==> src/rtl/regfile_pkg.sv <==
// Shared register-file constants and the read-request record.
// Latency: none (types and constants only).
// Backpressure: none (types and constants only).
package regfile_pkg;
  localparam int NUM_REGS = 32;
  localparam int REG_AW   = 5;
  localparam logic [REG_AW-1:0] ZERO_REG = 5'd31;
  // Wide enough for the largest supported requester count (8).
  localparam int MAX_IDW  = 3;

  typedef struct packed {
    logic [REG_AW-1:0]  addr;
    logic [MAX_IDW-1:0] id;
  } rd_req_t;
endpackage

==> src/rtl/rr_arbiter.sv <==
// Round-robin arbiter: one-hot grant to the first request after ptr.
// Latency: purely combinational.
// Backpressure: none; the caller masks the grant when it cannot accept.
module rr_arbiter #(
  parameter int NREQ = 4,
  parameter int IDW  = $clog2(NREQ)
) (
  input  logic [NREQ-1:0] req,
  input  logic [IDW-1:0]  ptr,
  output logic [NREQ-1:0] gnt,
  output logic [IDW-1:0]  idx
);

  int             cand;
  logic [IDW-1:0] ci;
  logic           found;

  // Scan ptr+1, ptr+2, ... (wrapping) and take the first active request.
  always_comb begin
    gnt   = '0;
    idx   = '0;
    found = 1'b0;
    cand  = 0;
    ci    = '0;
    for (int k = 1; k <= NREQ; k++) begin
      cand = (int'(ptr) + k) % NREQ;
      ci   = IDW'(cand);
      if (!found && req[ci]) begin
        gnt[ci] = 1'b1;
        idx     = ci;
        found   = 1'b1;
      end
    end
  end

endmodule

==> src/rtl/regfile_read_arbiter.sv <==
// Shares the register-file read port among NREQ requesters, round-robin; optional write bypass under RF_BYPASS_EN.
// Latency: accept at edge N, rf_sel driven in cycle N+1, rsp_valid from edge N+1.
// Backpressure: rsp_* held until rsp_ready; req_ready drops once both stages are full and rsp_ready=0.
module regfile_read_arbiter
  import regfile_pkg::*;
#(
  parameter int NREQ  = 4,
  parameter int WIDTH = 64,
  parameter int IDW   = $clog2(NREQ)
) (
  input  logic                   clk,
  input  logic                   reset_n,
  input  logic [NREQ-1:0]        req_valid,
  input  logic [NREQ*REG_AW-1:0] req_addr,
  output logic [NREQ-1:0]        req_ready,
  output logic [REG_AW-1:0]      rf_sel,
  input  logic [WIDTH-1:0]       rf_rdata,
  output logic                   rsp_valid,
  input  logic                   rsp_ready,
  output logic [IDW-1:0]         rsp_id,
  output logic [WIDTH-1:0]       rsp_data
`ifdef RF_BYPASS_EN
  ,
  input  logic                   wr_en,
  input  logic [REG_AW-1:0]      wr_addr,
  input  logic [WIDTH-1:0]       wr_data
`endif
);

  logic              a_vld;
  rd_req_t           a_req;
  logic              b_vld;
  logic [IDW-1:0]    rr_ptr;
  logic [NREQ-1:0]   gnt;
  logic [IDW-1:0]    gnt_idx;
  logic [REG_AW-1:0] gnt_addr;
  logic              b_adv;
  logic              a_adv;
  logic              xfer;
  logic [WIDTH-1:0]  cap_data;

  rr_arbiter #(
    .NREQ (NREQ),
    .IDW  (IDW)
  ) u_arb (
    .req  (req_valid),
    .ptr  (rr_ptr),
    .gnt  (gnt),
    .idx  (gnt_idx)
  );

  // The grant never looks at read data, so there is no path from rf_rdata to req_ready.
  assign b_adv     = !b_vld || rsp_ready;
  assign a_adv     = !a_vld || b_adv;
  assign req_ready = (reset_n && a_adv) ? gnt : '0;
  assign xfer      = |(req_valid & req_ready);
  assign gnt_addr  = req_addr[gnt_idx*REG_AW +: REG_AW];

  assign rf_sel    = a_req.addr;
  assign rsp_valid = b_vld;

  // Pick the value B captures: XZR reads zero, a same-cycle write wins over the mux.
  always_comb begin
    cap_data = rf_rdata;
`ifdef RF_BYPASS_EN
    if (wr_en && (wr_addr == a_req.addr)) begin
      cap_data = wr_data;
    end
`endif
    if (a_req.addr == ZERO_REG) begin
      cap_data = '0;
    end
  end

  // Stage A: latch the winning address/ID and move the round-robin pointer on each transfer.
  always_ff @(posedge clk or negedge reset_n) begin
    if (!reset_n) begin
      a_vld  <= 1'b0;
      a_req  <= '0;
      rr_ptr <= IDW'(NREQ - 1);
    end else if (a_adv) begin
      a_vld <= xfer;
      if (xfer) begin
        a_req.addr <= gnt_addr;
        a_req.id   <= MAX_IDW'(gnt_idx);
        rr_ptr     <= gnt_idx;
      end
    end
  end

  // Stage B: capture read data one cycle after accept and hold it until the consumer takes it.
  always_ff @(posedge clk or negedge reset_n) begin
    if (!reset_n) begin
      b_vld    <= 1'b0;
      rsp_id   <= '0;
      rsp_data <= '0;
    end else if (b_adv) begin
      b_vld <= a_vld;
      if (a_vld) begin
        rsp_data <= cap_data;
        rsp_id   <= IDW'(a_req.id);
      end
    end
  end

endmodule

==> config.mk <==
export PLATFORM = sky130hd
export DESIGN_NAME = regfile_read_arbiter
export DESIGN_NICKNAME = d
export VERILOG_FILES = /design/src/rtl/regfile_pkg.sv /design/src/rtl/rr_arbiter.sv /design/src/rtl/regfile_read_arbiter.sv
export SDC_FILE = /design/constraint.sdc
export NUM_CORES = 1
export LEC_CHECK = 0
export CAP_MARGIN = 20
export CORE_ASPECT_RATIO = 1.25
export CORE_UTILIZATION = 35
export CTS_BUF_LIST = sky130_fd_sc_hd__clkbuf_8
export CTS_CLUSTER_SIZE = 10
export DETAILED_ROUTE_END_ITERATION = 10
export GPL_TIMING_DRIVEN = 0
export PLACE_DENSITY = 0.8
export SLEW_MARGIN = 40
export SYNTH_ARGS = -nofsm -noshare
export SYNTH_HDL_FRONTEND = slang
export SYNTH_SLANG_ARGS = --single-unit
==> constraint.sdc <==
create_clock -name clk -period 5.5 [get_ports clk]
set_input_delay 1.65 -clock clk [delete_from_list [all_inputs] [get_ports clk]]
set_output_delay 1.65 -clock clk [all_outputs]
set_load 0.05 [all_outputs]
==> results.ini <==
[logic_synthesis]
yosysMostFrequentCell=dfrtp_1
synth_area_leaders=dfrtp_1, a22o_1, ha_1, a221oi_1, and2_1
yosysTopAreaCellShare_pct=50.3
ys_async_sr_fraction_pct=100
synth_top_cell_by_area=dfrtp_1
synth_warnings=0
ys_top_cells_by_count=dfrtp_1, a22o_1, clkbuf_1, a221oi_1, and2_1
syn_area_per_cell_sq_um=12.3
yosysUniqueCellTypes=58
ys_ff_latch=77
syn_area_sq_um=3730
ys_seq_area_share_pct=51.7
synth_ff_type=dfrtp_1
synthCells=304
synth_edf_count=0
synth_fp_nets=403

[timing]
slew_viol_final=0
period_share_pct=98.8
finalHoldViolCount=0
holdWs_ps=498
setup_slack_ps=63.6
max-slew-margin-rel_pct=58.1
worst_pin_slew_ps=627
setup_viol=0
skew_ps=9.65
layout_min_cycle_time_ps=5440
fin_tns_setup_ps=0
fmax_ghz=0.184

[cts]
clkLatencyLatePin_ps=340
numCtsBuffers=9
clk_pin_slew_ps=80
tritoncts=built
cts_buffer_depth=2
clkSinkCount=77
root_buffer=clkbuf_8
cts_max_level=3

[cells_and_area]
fin_nets=583
final_cells=618
final_util_pct=56.5
n_fill_cell=874
multi_input_area_sq_um=1630
antenna_cells=0
drive_gt1_share_pct=13.1
areaGrowthSynthToFinish_pct=55.4
seq_area_sq_um=1930

[global_route]
grt_overflow_total=0
grt_antenna_before_repair=0
grt_pass1_vias=3425
grt.total_usage_pct=20.1
grt_max_degree=44
grt_pass1_wl_um=17400

[routing]
drc=0
drt-pass1-iter-count=4
routed_via_density=5.32
wire_per_inst_um=17.4
first_iter_violations=135
wl_um=10700
postRouteAntennaNets=0
via_count=3290

[floorplan]
io_pins=167
start_util_pct=36.4
design.die.area_sq_um=11100
row_count=41
die_w_um=94.4
coreArea_sq_um=10300
die_h_um=117

[placement]
dp_slack_ps=-808
hpwl_um=8140
gp_congestion=0.933
port_buffers=166
place_inst=600

[critical_path]
cp-end-kind=output pin
path_class=input port to output pin
cp_max_fo=7
critical_path.startpoint_type=input port
critPathArrivalTime_ps=3790
required_ps=3850
r2r_setup_slack_ps=1670

[hold_path]
hp-class=flop to flop

[pwr]
leakage_nw=2.49
ir_drop_mv=0.400
power_density_nw_per_um2=743

[status]
status=finished clean

[run]
drv_cap=0

power by group:
group          switching, mW  internal, mW
sequential             0.172         0.854
clock                  0.193         0.204
combinational           1.77          1.12
total                   2.13          2.18
metrics by stage:
step	instance area, sq um	total power, mW
finish	5800	4.31
global route	5800	4.56
CTS	5760	4.31
detailed placement	5580	3.90
global placement	5560	3.85
floorplan	3730	3.00
layer usage:
| metal | track usage (%) | part of all wire [%] | vias up |
|---|---|---|---|
| met4 | 5.77 | 1.3 | 0 |
| met5 | 0 | 0 | - |
| met1 | 23.9 | 40 | 1603 |
| met2 | 34.1 | 50 | 141 |
| li1 | - | - | 1536 |
| met3 | 6.40 | 8.2 | 10 |
kinds of logic (layout without fill, tap and decap cells):
kind of cell | Yosys count | in the layout | synth area share (%)
fa+ha+maj | 8 | 8 | 2.68
buf+inv | 38 | 223 | 5.46
mux | 14 | 14 | 5.26
simple gates | 51 | 51 | 8.21
compound gates | 116 | 116 | 26.7
flops | 77 | 77 | 51.7
path summary, 6_finish.rpt:
| path | startpoint | cells past startpoint | endpoint |
|---|---|---|---|
| max | req_valid[1] | 7 | req_ready[2] |
| min | a_vld$_DFFE_PN0N_ | 1 | rsp_valid$_DFFE_PN0P_ |
| max reg2reg | rr_ptr[0]$_DFFE_PN1P_ | 12 | a_req[1]$_DFFE_PN0P_ |
| min reg2reg | a_vld$_DFFE_PN0N_ | 1 | rsp_valid$_DFFE_PN0P_ |
| max in group asynchronous | reset_n | 2 | rsp_data[19]$_DFFE_PN0P_ |
| min in group asynchronous | reset_n | 1 | rsp_data[62]$_DFFE_PN0P_ |
worst max-delay path: stages:
cell	delay [ps]
clkdlybuf4s50_1	490
mux4_2	580
or3b_1	430
a22oi_1	170
a21o_1	100
and2_1	150
buf_4	210
what timing repair did:
| item | 4_1_cts | 5_1_grt |
|---|---|---|
| hold buffers | 0 | 0 |
| buffers inserted | 0 | 2 |
| resized for setup | 25 | 11 |
| setup endpoints to repair | 4 | 4 |
flip-flops by register name, indices dropped and copies added, names as in the netlist:
| register | flops |
|---|---|
| a_req | 2 |
| a_vld | 1 |
| rf_sel | 5 |
| rr_ptr | 2 |
| rsp_data | 64 |
| rsp_id | 2 |
| rsp_valid | 1 |
cell type report:
class,instances,area share (%)
Tap cell,129,2.78
Inverter,9,0.582
Buffer,29,2.96
Multi-Input combinational cell,189,28.1
Clock inverter,7,1.04
Clock buffer,9,2.14
Timing Repair Buffer,169,29.1
Sequential cell,77,33.3
cell usage in the layout (no fill, tap or decap), types with 2 or more instances in the layout:
cell type	n
a22o_1	65
nand2_1	8
o31ai_2	6
and2_1	11
nand2b_1	3
clkinv_2	2
o22ai_1	2
inv_1	12
mux2_2	3
o211ai_1	5
clkdlybuf4s50_1	160
dfstp_2	2
ha_1	8
nand3_1	2
and3_1	2
a21oi_1	7
mux2i_1	5
mux4_2	3
clkbuf_8	10
nand3b_1	2
buf_2	2
nor3_1	2
dfrtp_1	75
a221oi_1	11
nor2_1	6
buf_4	13
buf_6	4
mux2_4	3
clkbuf_1	14
nor2b_1	2
and3b_1	2
or3b_1	2
Note: power is estimated with default switching activity, not from simulation.
